[src/rtl/video_timing_pkg.sv]
// video_timing_pkg
//   Shared types and defaults for the raster timing generator.
//   - phase_t       : per-axis blanking phase (active, front porch, sync, back porch)
//   - DEF_*         : 1920x1080 @ 60 Hz timing defaults (148.5 MHz pixel clock)
//   - axis_total()  : length of one axis period from its four phase lengths
//   - h_total() / v_total() : named wrappers used by the top level
package video_timing_pkg;

  typedef enum logic [1:0] {
    PH_ACTIVE = 2'd0,
    PH_FRONT  = 2'd1,
    PH_SYNC   = 2'd2,
    PH_BACK   = 2'd3
  } phase_t;

  localparam int DEF_H_ACTIVE     = 1920;
  localparam int DEF_H_FP         = 88;
  localparam int DEF_H_SYNC       = 44;
  localparam int DEF_H_BP         = 148;
  localparam int DEF_V_ACTIVE     = 1080;
  localparam int DEF_V_FP         = 4;
  localparam int DEF_V_SYNC       = 5;
  localparam int DEF_V_BP         = 36;
  localparam bit DEF_HS_POL       = 1'b1;
  localparam bit DEF_VS_POL       = 1'b1;
  localparam int DEF_PREFETCH_CYC = 64;

  function automatic int axis_total(input int act, input int fp, input int sync, input int bp);
    return act + fp + sync + bp;
  endfunction

  function automatic int h_total(input int act, input int fp, input int sync, input int bp);
    return axis_total(act, fp, sync, bp);
  endfunction

  function automatic int v_total(input int act, input int fp, input int sync, input int bp);
    return axis_total(act, fp, sync, bp);
  endfunction

endpackage

[src/rtl/raster_axis_cnt.sv]
// raster_axis_cnt
//   One raster axis: a wrapping position counter plus its
//   ACTIVE -> FRONT -> SYNC -> BACK phase machine. Used once for the
//   horizontal axis (advances every enabled clock) and once for the
//   vertical axis (advances on each horizontal wrap).
// Ports
//   clk      in   clock, rising edge
//   reset    in   synchronous, active-low
//   i_inc    in   advance the axis by one position this clock
//   o_count  out  current position 0..TOTAL-1
//   o_last   out  position is TOTAL-1 (the axis wraps on the next increment)
//   o_sync   out  sync level for the current phase, polarity POL
//   o_active out  current phase is ACTIVE
module raster_axis_cnt
  import video_timing_pkg::*;
#(
  parameter int ACTIVE = 8,
  parameter int FP     = 2,
  parameter int SYNC   = 2,
  parameter int BP     = 2,
  parameter bit POL    = 1'b1,
  localparam int TOTAL = axis_total(ACTIVE, FP, SYNC, BP),
  localparam int CW    = $clog2(TOTAL)
) (
  input  logic          clk,
  input  logic          reset,
  input  logic          i_inc,
  output logic [CW-1:0] o_count,
  output logic          o_last,
  output logic          o_sync,
  output logic          o_active
);

  // Last position of each phase; the phase changes when the counter leaves it.
  localparam logic [CW-1:0] LAST_ACT   = CW'(ACTIVE - 1);
  localparam logic [CW-1:0] LAST_FRONT = CW'(ACTIVE + FP - 1);
  localparam logic [CW-1:0] LAST_SYNC  = CW'(ACTIVE + FP + SYNC - 1);
  localparam logic [CW-1:0] LAST_POS   = CW'(TOTAL - 1);

  logic [CW-1:0] r_count;
  phase_t        r_phase;
  phase_t        w_phase_next;
  logic          w_wrap;

  assign o_count = r_count;
  assign o_last  = (r_count == LAST_POS);
  assign w_wrap  = i_inc & o_last;

  always_ff @(posedge clk) begin
    if (!reset) begin
      r_count <= '0;
    end else if (i_inc) begin
      r_count <= w_wrap ? '0 : r_count + CW'(1);
    end
  end

  // Phase machine: state register
  always_ff @(posedge clk) begin
    if (!reset) begin
      r_phase <= PH_ACTIVE;
    end else begin
      r_phase <= w_phase_next;
    end
  end

  // Phase machine: next state, evaluated at the counter boundaries
  always_comb begin
    w_phase_next = r_phase;
    if (i_inc) begin
      case (r_phase)
        PH_ACTIVE: if (r_count == LAST_ACT)   w_phase_next = PH_FRONT;
        PH_FRONT:  if (r_count == LAST_FRONT) w_phase_next = PH_SYNC;
        PH_SYNC:   if (r_count == LAST_SYNC)  w_phase_next = PH_BACK;
        PH_BACK:   if (r_count == LAST_POS)   w_phase_next = PH_ACTIVE;
        default:   w_phase_next = PH_ACTIVE;
      endcase
    end
  end

  // Phase machine: outputs
  always_comb begin
    o_sync   = ~POL;
    o_active = 1'b0;
    case (r_phase)
      PH_ACTIVE: o_active = 1'b1;
      PH_SYNC:   o_sync   = POL;
      default:   ;
    endcase
  end

endmodule

[src/rtl/scan_timing_ctrl.sv]
// scan_timing_ctrl
//   Master raster sequencer for the scanout path. Runs the horizontal and
//   vertical axes, registers pixel coordinates / syncs / frame marker, and
//   issues one line-fetch request per active line with an underrun flag
//   when the fetch is still outstanding as its line begins.
// Ports
//   clk          in   pixel clock, rising edge
//   reset        in   synchronous, active-low
//   enable       in   1 = advance raster, 0 = hold all state
//   x, y         out  active pixel column / row, 0 outside the active area
//   active       out  inside the active area
//   hsync/vsync  out  sync strobes, polarity HS_POL / VS_POL
//   frame_start  out  one-clock marker for hc=0, vc=0
//   line_req     out  fetch request for row line_req_y
//   line_req_y   out  row to fetch, stable while line_req=1
//   line_ack     in   reader accepted the pending request
//   underrun     out  one-clock pulse: line began with its fetch unacknowledged
module scan_timing_ctrl
  import video_timing_pkg::*;
#(
  parameter int H_ACTIVE     = DEF_H_ACTIVE,
  parameter int H_FP         = DEF_H_FP,
  parameter int H_SYNC       = DEF_H_SYNC,
  parameter int H_BP         = DEF_H_BP,
  parameter int V_ACTIVE     = DEF_V_ACTIVE,
  parameter int V_FP         = DEF_V_FP,
  parameter int V_SYNC       = DEF_V_SYNC,
  parameter int V_BP         = DEF_V_BP,
  parameter bit HS_POL       = DEF_HS_POL,
  parameter bit VS_POL       = DEF_VS_POL,
  parameter int PREFETCH_CYC = DEF_PREFETCH_CYC
) (
  input  logic        clk,
  input  logic        reset,
  input  logic        enable,
  output logic [11:0] x,
  output logic [10:0] y,
  output logic        active,
  output logic        hsync,
  output logic        vsync,
  output logic        frame_start,
  output logic        line_req,
  output logic [10:0] line_req_y,
  input  logic        line_ack,
  output logic        underrun
);

  localparam int H_TOTAL = h_total(H_ACTIVE, H_FP, H_SYNC, H_BP);
  localparam int V_TOTAL = v_total(V_ACTIVE, V_FP, V_SYNC, V_BP);
  localparam int HW      = $clog2(H_TOTAL);
  localparam int VW      = $clog2(V_TOTAL);

  localparam logic [HW-1:0] REQ_HC   = HW'(H_TOTAL - PREFETCH_CYC);
  localparam logic [VW-1:0] V_ACT_LIM = VW'(V_ACTIVE);

  logic [HW-1:0] w_hc;
  logic [VW-1:0] w_vc;
  logic          w_h_last, w_v_last;
  logic          w_h_wrap;
  logic          w_hsync_lvl, w_vsync_lvl;
  logic          w_h_act, w_v_act, w_act;
  logic [VW-1:0] w_vc_next;
  logic          w_req_slot;

  logic [11:0]   r_x;
  logic [10:0]   r_y;
  logic          r_active, r_hsync, r_vsync, r_frame_start;
  logic          r_line_req, r_underrun;
  logic [10:0]   r_line_req_y;

  assign w_h_wrap = enable & w_h_last;

  raster_axis_cnt #(
    .ACTIVE (H_ACTIVE),
    .FP     (H_FP),
    .SYNC   (H_SYNC),
    .BP     (H_BP),
    .POL    (HS_POL)
  ) u_h_axis (
    .clk      (clk),
    .reset    (reset),
    .i_inc    (enable),
    .o_count  (w_hc),
    .o_last   (w_h_last),
    .o_sync   (w_hsync_lvl),
    .o_active (w_h_act)
  );

  raster_axis_cnt #(
    .ACTIVE (V_ACTIVE),
    .FP     (V_FP),
    .SYNC   (V_SYNC),
    .BP     (V_BP),
    .POL    (VS_POL)
  ) u_v_axis (
    .clk      (clk),
    .reset    (reset),
    .i_inc    (w_h_wrap),
    .o_count  (w_vc),
    .o_last   (w_v_last),
    .o_sync   (w_vsync_lvl),
    .o_active (w_v_act)
  );

  assign w_act = w_h_act & w_v_act;

  // Row that starts after the current line, modulo the frame.
  assign w_vc_next  = w_v_last ? '0 : w_vc + VW'(1);
  assign w_req_slot = enable && (w_hc == REQ_HC) && (w_vc_next < V_ACT_LIM);

  // Registered raster outputs: one clock behind the counters, frozen by enable.
  always_ff @(posedge clk) begin
    if (!reset) begin
      r_x           <= '0;
      r_y           <= '0;
      r_active      <= 1'b0;
      r_hsync       <= ~HS_POL;
      r_vsync       <= ~VS_POL;
      r_frame_start <= 1'b0;
    end else if (enable) begin
      r_x           <= w_act ? 12'(w_hc) : 12'd0;
      r_y           <= w_act ? 11'(w_vc) : 11'd0;
      r_active      <= w_act;
      r_hsync       <= w_hsync_lvl;
      r_vsync       <= w_vsync_lvl;
      r_frame_start <= (w_hc == '0) && (w_vc == '0);
    end
  end

  // Fetch request. An acknowledge always completes the handshake, even while
  // frozen, and beats the deadline when both land on the same clock. The
  // deadline is the horizontal wrap that begins the requested line; the
  // request window never spans more than one wrap, so any wrap with a
  // pending request is that request's deadline. A new slot overrides last.
  always_ff @(posedge clk) begin
    if (!reset) begin
      r_line_req   <= 1'b0;
      r_line_req_y <= '0;
      r_underrun   <= 1'b0;
    end else begin
      r_underrun <= 1'b0;
      if (r_line_req && line_ack) begin
        r_line_req <= 1'b0;
      end else if (r_line_req && w_h_wrap) begin
        r_line_req <= 1'b0;
        r_underrun <= 1'b1;
      end
      if (w_req_slot) begin
        r_line_req   <= 1'b1;
        r_line_req_y <= 11'(w_vc_next);
      end
    end
  end

  assign x           = r_x;
  assign y           = r_y;
  assign active      = r_active;
  assign hsync       = r_hsync;
  assign vsync       = r_vsync;
  assign frame_start = r_frame_start;
  assign line_req    = r_line_req;
  assign line_req_y  = r_line_req_y;
  assign underrun    = r_underrun;

endmodule

[config.mk]
export PLATFORM = sky130hd
export DESIGN_NAME = scan_timing_ctrl
export DESIGN_NICKNAME = d
export VERILOG_FILES = /design/src/rtl/video_timing_pkg.sv /design/src/rtl/raster_axis_cnt.sv /design/src/rtl/scan_timing_ctrl.sv
export SDC_FILE = /design/constraint.sdc
export NUM_CORES = 1
export LEC_CHECK = 0
export ABC_AREA = 1
export BUFFER_PORTS_ARGS = -buffer_cell sky130_fd_sc_hd__buf_2
export CAP_MARGIN = 20
export CORE_UTILIZATION = 58
export DETAILED_ROUTE_END_ITERATION = 10
export PLACE_DENSITY = 0.8
export SLEW_MARGIN = 20
export SYNTH_ARGS = -nofsm -noshare
export SYNTH_HDL_FRONTEND = slang
export SYNTH_HIERARCHICAL = 1
export SYNTH_SLANG_ARGS = --single-unit
export TNS_END_PERCENT = 1
[constraint.sdc]
create_clock -name clk -period 2.62 [get_ports clk]
set_clock_uncertainty 0.05 [all_clocks]
set_input_delay 0.393 -clock clk [delete_from_list [all_inputs] [get_ports clk]]
set_output_delay 0.393 -clock clk [all_outputs]
set_load 0.02 [all_outputs]
==> impl_summary.log <==
INFO  metric run_status = finished, final reports clean
INFO  metric pin_slew_with_the_least_headroom_to_its_limit = 0.720 ns
INFO  metric remaining_drcs = 0
INFO  metric timing.critical_path.slowest_cell_delay = 0.37 ns
INFO  metric timing.max_cap.violations = 0
INFO  metric floorplan.die_area = 0.00678 mm2
INFO  metric syn-mean-instance-area = 6.73 um2
INFO  metric syn_inst = 556
INFO  metric synth_largest_area_cell = sky130_fd_sc_hd__dfxtp_1
INFO  metric floorplan_core_area = 0.00606 mm2
INFO  metric critical_path.startpoint_type = flop
INFO  metric detail-route-antenna-nets = 0
INFO  metric power = 2.08 mW
INFO  metric initial_utilization = 0.618
INFO  metric power_density = 474 mW/mm2
INFO  metric clock_latency = 0.36 ns
INFO  metric grt_remaining_overflow = 0
INFO  metric critical_path_capture_point_type = flop
INFO  metric crit_type = flop to flop
INFO  metric cts_max_level = 3
INFO  metric die-width = 82.3 um
INFO  metric rsz_0062_raised_after_global_routing = no
INFO  metric antenna_cells_inserted = 0
INFO  metric timing.critical_path.cells = inv_1 -> nand2_1 -> nor2_1 -> nand3_1 -> inv_1 -> nand2_1 -> inv_1 -> nand3_1 -> nor2_2 -> nand2_2 -> nor3_2 -> a21oi_1 -> o21a_1
INFO  metric multiInputGateArea = 0.00207 mm2
INFO  metric finalWeightedCongestion = 0.930
INFO  metric synth_largest_type_area_fraction = 0.358
INFO  metric drt_first_iter_violations = 231
INFO  metric timing.final.crit_period = 2.31 ns
INFO  metric maximum_count_of_clock_buffers_along_a_single_path = 2
INFO  metric cts_hold_buffers = 0
INFO  metric syn_to_final_growth = 17.0%
INFO  metric relSlewSlack = 0.520
INFO  metric drt_pass1_iterations = 4
INFO  metric postSynth.asyncResetShare = 0
INFO  metric area.sequential = 0.00134 mm2
INFO  metric dieHeight = 82.3 um
INFO  metric synth_nets = 575
INFO  metric ys_top_cells_by_area = sky130_fd_sc_hd__dfxtp_1, sky130_fd_sc_hd__nand2_1, sky130_fd_sc_hd__nor2_1
INFO  metric grt_start_max_net_pins = 29
INFO  metric grt_util_all_layers = 0.288
INFO  metric timing.setup.tns = 0 ns
INFO  metric timing.critical_path.arrival = 2.50 ns
INFO  metric max_freq = 433 MHz
INFO  metric ctsRootBufferMaster = sky130_fd_sc_hd__clkbuf_8
INFO  metric worstPathMaxFanout = 6
INFO  metric most_prevalent_standard_cell_on_the_critical_path = sky130_fd_sc_hd__inv_1
INFO  metric synth_area = 0.00374 mm2
INFO  metric dominantRegCellSynth = sky130_fd_sc_hd__dfxtp_1
INFO  metric grt_pass1_vias = 3312
INFO  metric layout.nets = 639
INFO  metric port-buffer-count = 43
INFO  metric synth.lib_cells_used.distinct = 39
INFO  metric final_hold_violation_count = 0
INFO  metric fp-row-count = 28
INFO  metric worst-endpoint-required = 2.82 ns
INFO  metric worst_ir_drop_vdd = 426 uV
INFO  metric yosysWarningCount = 6
INFO  metric cts-buffers-inserted = 9
INFO  metric hp-class = primary input to flop
INFO  metric detail_route.vias_per_cell = 5.32
INFO  metric fillers = 531
INFO  metric grt_pass1_wl = 14600 um
INFO  metric io_pins = 44
INFO  metric drive_above_1_share = 0.205
INFO  metric via_count = 3725
INFO  metric maxSlewViolCount = 0
INFO  metric cts_tree = yes
INFO  metric synth.top_cells.by_count = sky130_fd_sc_hd__nand2_1, sky130_fd_sc_hd__nor2_1, sky130_fd_sc_hd__dfxtp_1, sky130_fd_sc_hd__inv_1, sky130_fd_sc_hd__a21oi_1
INFO  metric grt_antenna_before_repair = 0
INFO  metric synth_edf_count = 0
INFO  metric wl = 9350 um
INFO  metric cp_slowest_cell = sky130_fd_sc_hd__dfxtp_1
INFO  metric setup_viol_count_final = 0
INFO  metric synth_seq_area_share = 0.358
INFO  metric clock-sinks = 67
INFO  metric detail_route.wl_per_cell = 13.4 um
INFO  metric fin_crit_sh = 0.881
INFO  metric dp_hpwl = 6600 um
INFO  metric synth_seq_cells = 67
INFO  metric p_leak = 2.10 nW
INFO  metric post-synth-top-count-cell = sky130_fd_sc_hd__nand2_1
INFO  metric clk_transition_reported_paths = 0.08 ns
==> power by group <==
group          total (mW)  internal [mW]  switching, mW
sequential           1.03           1.03        0.00463
clock               0.958          0.534          0.425
combinational      0.0890         0.0253         0.0637
total                2.08           1.58          0.493
==> per-stage QoR <==
stage	setup slack (ns)	std cells	cell area, um2	utilization	hold slack [ns]
6_report	0.313	700	4380	0.723	0.181
5_1_grt	0.131	700	4380	0.723	0.184
4_1_cts	0.209	696	4340	0.716	0.176
3_5_place_dp	0.224	680	4120	0.680	0.402
3_3_place_gp	0.349	680	4120	0.680	0.400
2_1_floorplan	0.550	556	3740	-	0.417
==> worst paths after layout <==
kind | start | to | slack, ns | depth (start not counted)
min | line_ack | underrun | 0.18 | 2
max | u_h_axis/o_count[8] | u_v_axis/o_count[10] | 0.31 | 13
max reg2reg | u_h_axis/o_count[8] | u_v_axis/o_count[10] | 0.31 | 13
min reg2reg | y[8] | y[8] | 0.41 | 2
==> layout make-up <==
| class | instances | area share |
|---|---|---|
| repair buffers | 64 | 0.0879 |
| clock inverters | 7 | 0.0211 |
| flip-flops and latches | 67 | 0.306 |
| multi-input cells | 404 | 0.471 |
| inverters | 74 | 0.0634 |
| well taps | 75 | 0.0214 |
| clock buffers | 9 | 0.0283 |
==> registers in the layout (all words and copies together), names as in the netlist, 2 cells and up <==
register,count
u_h_axis/o_count,12
x,12
line_req_y,11
u_v_axis/o_count,11
y,11
u_h_axis/r_phase,2
u_v_axis/r_phase,2
==> logic make-up (layout without fill, tap and decap cells) <==
kind of cell	count (synthesis)	after routing	synth area share
and+or+nand+nor	332	332	0.408
AOI/OAI and AO/OA	48	48	0.0722
DFF	67	67	0.358
xor gates and xnor gates	9	9	0.0211
adders and majority gates	15	15	0.0501
buffers and inverters	85	154	0.0899
==> critical path: cells and delay by family (launching register included) <==
| kind | cells | cell delay [ns] |
|---|---|---|
| buf+inv | 3 | 0.35 |
| simple gates | 8 | 1.22 |
| flops | 1 | 0.37 |
| compound gates | 2 | 0.20 |
==> layout by cell type, fill, tap and decap left out, types with 2 or more instances in the layout <==
cell and n:
sky130_fd_sc_hd__nor2_2 15, sky130_fd_sc_hd__nand2_2 7, sky130_fd_sc_hd__xor2_1 6, sky130_fd_sc_hd__o21ai_1 2, sky130_fd_sc_hd__ha_1 15, sky130_fd_sc_hd__buf_2 43, sky130_fd_sc_hd__o21bai_1 2, sky130_fd_sc_hd__a211oi_1 2
sky130_fd_sc_hd__nor4_1 5, sky130_fd_sc_hd__inv_1 67, sky130_fd_sc_hd__nor3_2 3, sky130_fd_sc_hd__nand3_1 34, sky130_fd_sc_hd__buf_4 20, sky130_fd_sc_hd__a21oi_1 35, sky130_fd_sc_hd__o21ai_0 3, sky130_fd_sc_hd__nor2_4 2
sky130_fd_sc_hd__nand3_2 7, sky130_fd_sc_hd__dfxtp_1 66, sky130_fd_sc_hd__clkinv_4 2, sky130_fd_sc_hd__nand4_1 9, sky130_fd_sc_hd__xnor2_1 3, sky130_fd_sc_hd__nor2_1 88, sky130_fd_sc_hd__nor3_1 11, sky130_fd_sc_hd__clkbuf_8 9
sky130_fd_sc_hd__nand2_1 144, sky130_fd_sc_hd__clkinv_2 3, sky130_fd_sc_hd__bufinv_16 2, sky130_fd_sc_hd__inv_2 6
==> per-layer routing <==
layer / global-route usage / wire length, um / up-vias
met2: 0.499 / 4660 / 106
met1: 0.347 / 4070 / 1711
met4: 0.153 / 225 / 0
met5: 0 / 0 / -
met3: 0.0330 / 395 / 21
li1: - / - / 1887
==> timing repair <==
item                       in CTS  in global routing
gates resized for setup         0                  1
setup endpoints to repair       0                  7
setup buffers                   0                  4
Note: power is estimated with default switching activity, not from simulation.
